$ cat src/rtl/adder_opgen_pkg.sv
// Shared types and constants for the adder operand generator: FSM encoding,
// LFSR feedback polynomial, word-mixing constant and carry-stress period.
package adder_opgen_pkg;

  typedef enum logic [1:0] {
    ST_IDLE  = 2'd0,
    ST_RUN   = 2'd1,
    ST_DRAIN = 2'd2
  } opgen_state_e;

  localparam logic [31:0] LFSR_POLY           = 32'h80200003;
  localparam logic [31:0] WORD_MIX            = 32'h9E3779B9;
  localparam int          CARRY_STRESS_PERIOD = 8;

  // One Galois step: shift right, fold the polynomial in when a one falls out.
  function automatic logic [31:0] lfsr_next(input logic [31:0] x);
    return (x >> 1) ^ (x[0] ? LFSR_POLY : 32'h0);
  endfunction

endpackage

$ cat src/rtl/adder_opgen_lfsr.sv
// 32-bit Galois LFSR with seed load and step enable, expanded to an operand
// of WIDTH bits by XOR-ing each 32-bit word with a per-word mixing constant.
import adder_opgen_pkg::*;

module adder_opgen_lfsr #(
  parameter int          WIDTH = 95,
  parameter logic [31:0] SEED  = 32'h00000001
) (
  input  logic             clk,
  input  logic             load,
  input  logic             step,
  output logic [WIDTH-1:0] word
);

  localparam int          NWORDS  = (WIDTH + 31) / 32;
  localparam logic [31:0] SEED_NZ = (SEED == 32'h0) ? 32'h1 : SEED;

  logic [31:0] state;

  always_ff @(posedge clk) begin
    if (load) begin
      state <= SEED_NZ;
    end else if (step) begin
      state <= lfsr_next(state);
    end
  end

  // The top word may be partial; only its low bits are kept.
  for (genvar i = 0; i < NWORDS; i++) begin : g_word
    localparam int          LEN = ((WIDTH - i * 32) < 32) ? (WIDTH - i * 32) : 32;
    localparam logic [31:0] MIX = 32'(i) * WORD_MIX;
    assign word[i*32 +: LEN] = LEN'(state ^ MIX);
  end

endmodule

$ cat src/rtl/adder_operand_gen.sv
// Burst operand generator for the registered adder; tracks the adder latency
// to produce sum_valid and done. Optional macro: ADDER_OPGEN_CARRY_STRESS_EN.
import adder_opgen_pkg::*;

module adder_operand_gen #(
  parameter int          ADDER_WIDTH = 95,
  parameter int          PIPE_LAT    = 2,
  parameter logic [31:0] SEED_A      = 32'h00000001,
  parameter logic [31:0] SEED_B      = 32'h0000ACE1
) (
  input  logic                   clk,
  input  logic                   reset,
  input  logic                   start,
  input  logic [15:0]            count,
  output logic [ADDER_WIDTH-1:0] a,
  output logic [ADDER_WIDTH-1:0] b,
  output logic                   op_valid,
  output logic                   sum_valid,
  output logic                   busy,
  output logic                   done,
  output logic [1:0]             dbg_state
);

  // Handshake: there is no backpressure. start is a request honoured only in
  // IDLE; op_valid/sum_valid/done are one-cycle strobes with no ready.
  localparam logic [3:0] DRAIN_INIT = 4'(PIPE_LAT - 1);

  opgen_state_e            state;
  logic [15:0]             remaining;
  logic [3:0]              drain_cnt;
  logic [PIPE_LAT-1:0]     sum_dly;
  logic [ADDER_WIDTH-1:0]  word_a;
  logic [ADDER_WIDTH-1:0]  word_b;
  logic [ADDER_WIDTH-1:0]  a_next;
  logic [ADDER_WIDTH-1:0]  b_next;
  logic                    lfsr_step;

  assign lfsr_step = (state == ST_RUN);

  adder_opgen_lfsr #(.WIDTH(ADDER_WIDTH), .SEED(SEED_A)) u_lfsr_a (
    .clk  (clk),
    .load (reset),
    .step (lfsr_step),
    .word (word_a)
  );

  adder_opgen_lfsr #(.WIDTH(ADDER_WIDTH), .SEED(SEED_B)) u_lfsr_b (
    .clk  (clk),
    .load (reset),
    .step (lfsr_step),
    .word (word_b)
  );

`ifdef ADDER_OPGEN_CARRY_STRESS_EN
  localparam int IDX_W = $clog2(CARRY_STRESS_PERIOD);

  logic [IDX_W-1:0] stress_idx;
  logic             stress_now;

  always_ff @(posedge clk) begin
    if (reset || state != ST_RUN) begin
      stress_idx <= '0;
    end else begin
      stress_idx <= stress_idx + IDX_W'(1);
    end
  end

  // All-ones plus one ripples a carry through every bit of the adder.
  assign stress_now = (stress_idx == IDX_W'(CARRY_STRESS_PERIOD - 1));
  assign a_next     = stress_now ? '1 : word_a;
  assign b_next     = stress_now ? ADDER_WIDTH'(1) : word_b;
`else
  assign a_next = word_a;
  assign b_next = word_b;
`endif

  always_ff @(posedge clk) begin
    if (reset) begin
      state     <= ST_IDLE;
      a         <= '0;
      b         <= '0;
      remaining <= '0;
      drain_cnt <= '0;
      op_valid  <= 1'b0;
      done      <= 1'b0;
    end else begin
      op_valid <= 1'b0;
      done     <= 1'b0;
      case (state)
        ST_IDLE: begin
          if (start) begin
            if (count != 16'd0) begin
              remaining <= count;
              state     <= ST_RUN;
            end else begin
              drain_cnt <= 4'd0;
              state     <= ST_DRAIN;
            end
          end
        end
        ST_RUN: begin
          op_valid  <= 1'b1;
          a         <= a_next;
          b         <= b_next;
          remaining <= remaining - 16'd1;
          if (remaining == 16'd1) begin
            drain_cnt <= DRAIN_INIT;
            state     <= ST_DRAIN;
          end
        end
        ST_DRAIN: begin
          if (drain_cnt == 4'd0) begin
            done  <= 1'b1;
            state <= ST_IDLE;
          end else begin
            drain_cnt <= drain_cnt - 4'd1;
          end
        end
        default: state <= ST_IDLE;
      endcase
    end
  end

  // Delay line mirroring the adder pipeline; cleared so reset leaves no strobes.
  always_ff @(posedge clk) begin
    if (reset) begin
      sum_dly <= '0;
    end else begin
      sum_dly[0] <= op_valid;
      for (int i = 1; i < PIPE_LAT; i++) begin
        sum_dly[i] <= sum_dly[i-1];
      end
    end
  end

  assign sum_valid = sum_dly[PIPE_LAT-1];
  assign busy      = (state != ST_IDLE);
  assign dbg_state = state;

endmodule
$ cat config.mk
export PLATFORM = sky130hd
export DESIGN_NAME = adder_operand_gen
export DESIGN_NICKNAME = d
export VERILOG_FILES = /design/src/rtl/adder_opgen_pkg.sv /design/src/rtl/adder_opgen_lfsr.sv /design/src/rtl/adder_operand_gen.sv
export SDC_FILE = /design/constraint.sdc
export NUM_CORES = 1
export LEC_CHECK = 0
export ABC_AREA = 1
export BUFFER_PORTS_ARGS = -buffer_cell sky130_fd_sc_hd__buf_2
export CORE_MARGIN = 3
export CORE_UTILIZATION = 35
export CTS_CLUSTER_SIZE = 30
export DETAILED_ROUTE_END_ITERATION = 12
export PLACE_DENSITY = 0.65
export SYNTH_ARGS = -nofsm -noshare
export SYNTH_HDL_FRONTEND = slang
export SYNTH_SLANG_ARGS = --single-unit
$ cat constraint.sdc
create_clock -name clk -period 2.8 [get_ports clk]
set_input_delay 0.7 -clock clk [delete_from_list [all_inputs] [get_ports clk]]
set_output_delay 0.7 -clock clk [all_outputs]
set_load 0.03 [all_outputs]
==> metrics.log <==
INFO  metric routed_length_per_instance = between 10 and 15 um
INFO  metric p_int = a little under 6 mW
INFO  metric final_antenna_net_count = 0
INFO  metric worstMarginPinSlew = about 0.76 ns
INFO  metric startpoint_of_the_lowest_slack_hold_path = sum_dly[0]
INFO  metric hold_violations_final = 0
INFO  metric cts.sinks = approximately 160
INFO  metric die_area = between 0.02 and 0.025 sq mm
INFO  metric globalRouteTotalUtil = between 10% and 20%
INFO  metric yosys_register_bits = around 160
INFO  metric leakagePower = approximately 4 nW
INFO  metric rsz0062_at_grt = no
INFO  metric worst_hold_path.endpoint = sum_dly[1]
INFO  metric comb_power_share = approximately half
INFO  metric ir_drop = just over 0.0007 V
INFO  metric synth.cell_area = 0.007151 sq mm
INFO  metric length_in_cells_of_the_worst_reg_to_reg_path = 8
INFO  metric nNetsFinal = ~1000
INFO  metric cts-buffers-inserted = 17
INFO  metric finalSetupViolCount = 0
INFO  metric synth_top_flop_cell = sky130_fd_sc_hd__dfxtp_1
INFO  metric post_route_cells_drive_above_1_share = a little over a quarter
INFO  metric clk_latency = around 0.42 ns
INFO  metric clockPowerShare = between 10% and 20%
INFO  metric critPathSlowestCell = sky130_fd_sc_hd__dfxtp_1
INFO  metric worst_path_maximum_fanout = 4
INFO  metric post-cts-setup-buffers = 0
INFO  metric route.final.wire_length = ~17000 um
INFO  metric dieHeight = roughly 150 um
INFO  metric first_global_vias = around 5300
INFO  metric globalRoute.totalOverflow = 0
INFO  metric core_region_area = around 0.02 sq mm
INFO  metric maxClockFrequency = 445.1 MHz
INFO  metric cp_data_arrival_time = 1.55 ns
INFO  metric ctsHtreeMaxLevel = 4
INFO  metric tritoncts = built
INFO  metric area_delta_synth_final = 12.98%
INFO  metric gpl.final_weighted_congestion = slightly above 0.8
INFO  metric placement_rows = 51
INFO  metric drv_cap = 0
INFO  metric hold_depth = 2
INFO  metric netlist_instances = about 950
INFO  metric initial_drt_markers = roughly 270
INFO  metric grt_antenna_before_repair = 0
INFO  metric synth_edf_count = 0
INFO  metric dp_wirelength = roughly 11000 um
INFO  metric worst_hold_path_type = flop to flop
INFO  metric global_route_wire_length_before_repair = roughly 27000 um
INFO  metric fin_ws = 0.5531 ns
INFO  metric most-common-layout-cells = sky130_fd_sc_hd__buf_2 (214), sky130_fd_sc_hd__nand2_1 (196), sky130_fd_sc_hd__dfxtp_1 (157), sky130_fd_sc_hd__nor2_1 (135), sky130_fd_sc_hd__a21oi_1 (96)
INFO  metric rr_startpoint = dbg_state[1]
INFO  metric asyncSetResetFlopFracSynth = 0%
INFO  metric initial_core_util = between 30 and 40%
INFO  metric drc_errors = 0
INFO  metric critical_path_class = flop to primary output
INFO  metric drt-vias-per-instance = around 4.5
INFO  metric power_frac_seq = about a third
INFO  metric io_buffers = approximately 210
INFO  metric cp_num_buf_inv = 3
INFO  metric timing.critical_path.cells = inv_1, ha_1, inv_2, buf_2
INFO  metric cts.clk_slew.worst_paths = ~0.060 ns
INFO  metric r2r_end = remaining[5]
INFO  metric postCtsResizedCells = 0
INFO  metric total_switching_power = roughly 5.6 mW
INFO  metric r2r_setup_slack = between 0.8 and 0.9 ns
INFO  metric clock-skew-final = ~0.0079 ns
INFO  metric clock-root-buffer = sky130_fd_sc_hd__clkbuf_16
INFO  metric final_common_cell = sky130_fd_sc_hd__buf_2
INFO  metric routed-via-count = 5912
INFO  metric worst_path_dominant_cell_family = buffers and inverters
INFO  metric post_cts_hold_buffer_count = 0
INFO  metric detail_route.first_pass.iterations = 4
INFO  metric die_width = approximately 150 um
INFO  metric slew_viol_final = 0
INFO  metric crit_required = approximately 2.1 ns
INFO  metric synth_cell_type_count = 31
INFO  metric post_synth.cell_area_avg = approximately 7.5 sq um
INFO  metric clock_path_buffers = 2
INFO  metric post_layout_total_power = about 11 mW
INFO  metric largest_net_degree_at_the_start_of_global_routing = approximately 150
INFO  metric result_of_the_run = finished, final reports clean
INFO  metric post-place-ws = about 0.84 ns
INFO  metric postSynthNetCount = approximately 1000
INFO  metric synth-seq-area-share = a little over two fifths
INFO  metric synth.yosys.warnings = 0
INFO  metric setup.worst_path.start_class = flop
INFO  metric tns = 0 ns
INFO  metric min_period_over_period = between 80% and 90%
INFO  metric final_period_minus_worst_setup_slack = between 2 and 2.5 ns
INFO  metric diodes = 0
INFO  metric worstSetupEndpointType = primary output
INFO  metric largest_stage_delay_on_the_critical_path = approximately 0.43 ns
INFO  metric boundaryPins = around 220
INFO  metric slew-limit-headroom = approximately half
INFO  metric power_per_cell_area = between 1000 and 1500 mW/mm^2
INFO  metric fraction_of_power_spent_switching_nets = roughly half
## cell usage after synthesis, types with 3 or more instances
cell | instances | share of area, %
sky130_fd_sc_hd__o21ai_1 | 3 | 0.21
sky130_fd_sc_hd__nand3_1 | 28 | 2.0
sky130_fd_sc_hd__buf_4 | 129 | 14
sky130_fd_sc_hd__o21ai_0 | 70 | 4.9
sky130_fd_sc_hd__nand2_1 | 196 | 10
sky130_fd_sc_hd__a21oi_1 | 96 | 6.7
sky130_fd_sc_hd__clkbuf_1 | 19 | 1.0
sky130_fd_sc_hd__buf_1 | 4 | 0.21
sky130_fd_sc_hd__buf_2 | 17 | 1.2
sky130_fd_sc_hd__nor2_2 | 4 | 0.35
sky130_fd_sc_hd__nor2_1 | 135 | 7.1
sky130_fd_sc_hd__xor2_1 | 5 | 0.61
sky130_fd_sc_hd__inv_1 | 50 | 2.6
sky130_fd_sc_hd__inv_2 | 3 | 0.16
sky130_fd_sc_hd__o211a_1 | 7 | 0.98
sky130_fd_sc_hd__nand2_2 | 4 | 0.35
sky130_fd_sc_hd__ha_1 | 8 | 1.4
sky130_fd_sc_hd__dfxtp_1 | 157 | 44
## logic make-up (layout without fill, tap and decap cells)
logic type	count (synthesis)	count (layout)	share of synthesized area [%]
AND/OR/NAND/NOR	376	376	21.35
buffers and inverters	223	305	18.88
AO/OA/AOI/OAI	183	183	13.68
flip-flops	157	157	43.95
adder cells (fa/ha/maj)	8	8	1.400
XOR/XNOR	6	6	0.7349
## metal layers
metal | track usage, % | vias to the layer above | share of wire, %
met3 | 3.525 | 13 | 5.4
met2 | 24.73 | 160 | 46
met4 | 4.531 | 0 | 1.2
met1 | 19.97 | 2689 | 47
li1 | - | 3050 | -
met5 | 0 | - | 0
## final cells by class
class	count	area [sq um]
Sequential cell	157	3143
Multi-Input combinational cell	573	2670
Inverter	53	201.4
Clock inverter	9	101.3
Fill cell	2064	11700
Clock buffer	23	478.0
Tap cell	265	331.6
Timing Repair Buffer	220	1154
## how the worst max path moves through the flow
stage          slack [ns]           end    startpoint  depth (start not counted)
2_1_floorplan        0.88  remaining[0]  dbg_state[0]                          9
3_3_place_gp         0.87  remaining[5]      count[6]                          9
4_1_cts              0.52          busy  dbg_state[0]                          4
6_report             0.55          busy  dbg_state[0]                          4
3_5_place_dp         0.84  remaining[5]      count[6]                          9
5_1_grt              0.46          busy  dbg_state[0]                          4
## power by group through the flow
stage | clock [mW] | sequential [mW] | combinational (mW)
floorplan | 0 | 4.19 | 4.20
global placement | 0 | 3.65 | 5.47
detailed placement | 0 | 3.66 | 5.53
CTS | 2.35 | 3.62 | 5.54
global route | 2.43 | 3.74 | 6.04
finish | 2.26 | 3.62 | 5.49
## flip-flops by register name, indices dropped and copies added (netlist names)
| register | count |
|---|---|
| drain_cnt | 4 |
| b | 59 |
| u_lfsr_a.state | 3 |
| remaining | 16 |
| op_valid | 1 |
| u_lfsr_b.state | 10 |
| done | 1 |
| sum_dly | 2 |
| dbg_state | 2 |
| a | 59 |
## stage by stage
stage / area, sq um / hold WS [ns] / cells / utilization (%)
finish: 8079 / 0.4024 / 1300 / 40.84
global route: 8079 / 0.4259 / 1300 / 40.84
CTS: 8079 / 0.4064 / 1300 / 40.84
detailed placement: 7500 / 0.3993 / 1268 / 37.91
global placement: 7500 / 0.3899 / 1268 / 37.91
floorplan: 7151 / 0.3883 / 953 / -
## tightest hold or removal path: stages (launching register included)
cell and delay [ns]:
sky130_fd_sc_hd__dfxtp_1 0.29, sky130_fd_sc_hd__inv_1 0.04, sky130_fd_sc_hd__nor2_1 0.03
No activity file was read; power rests on OpenSTA's default activity.
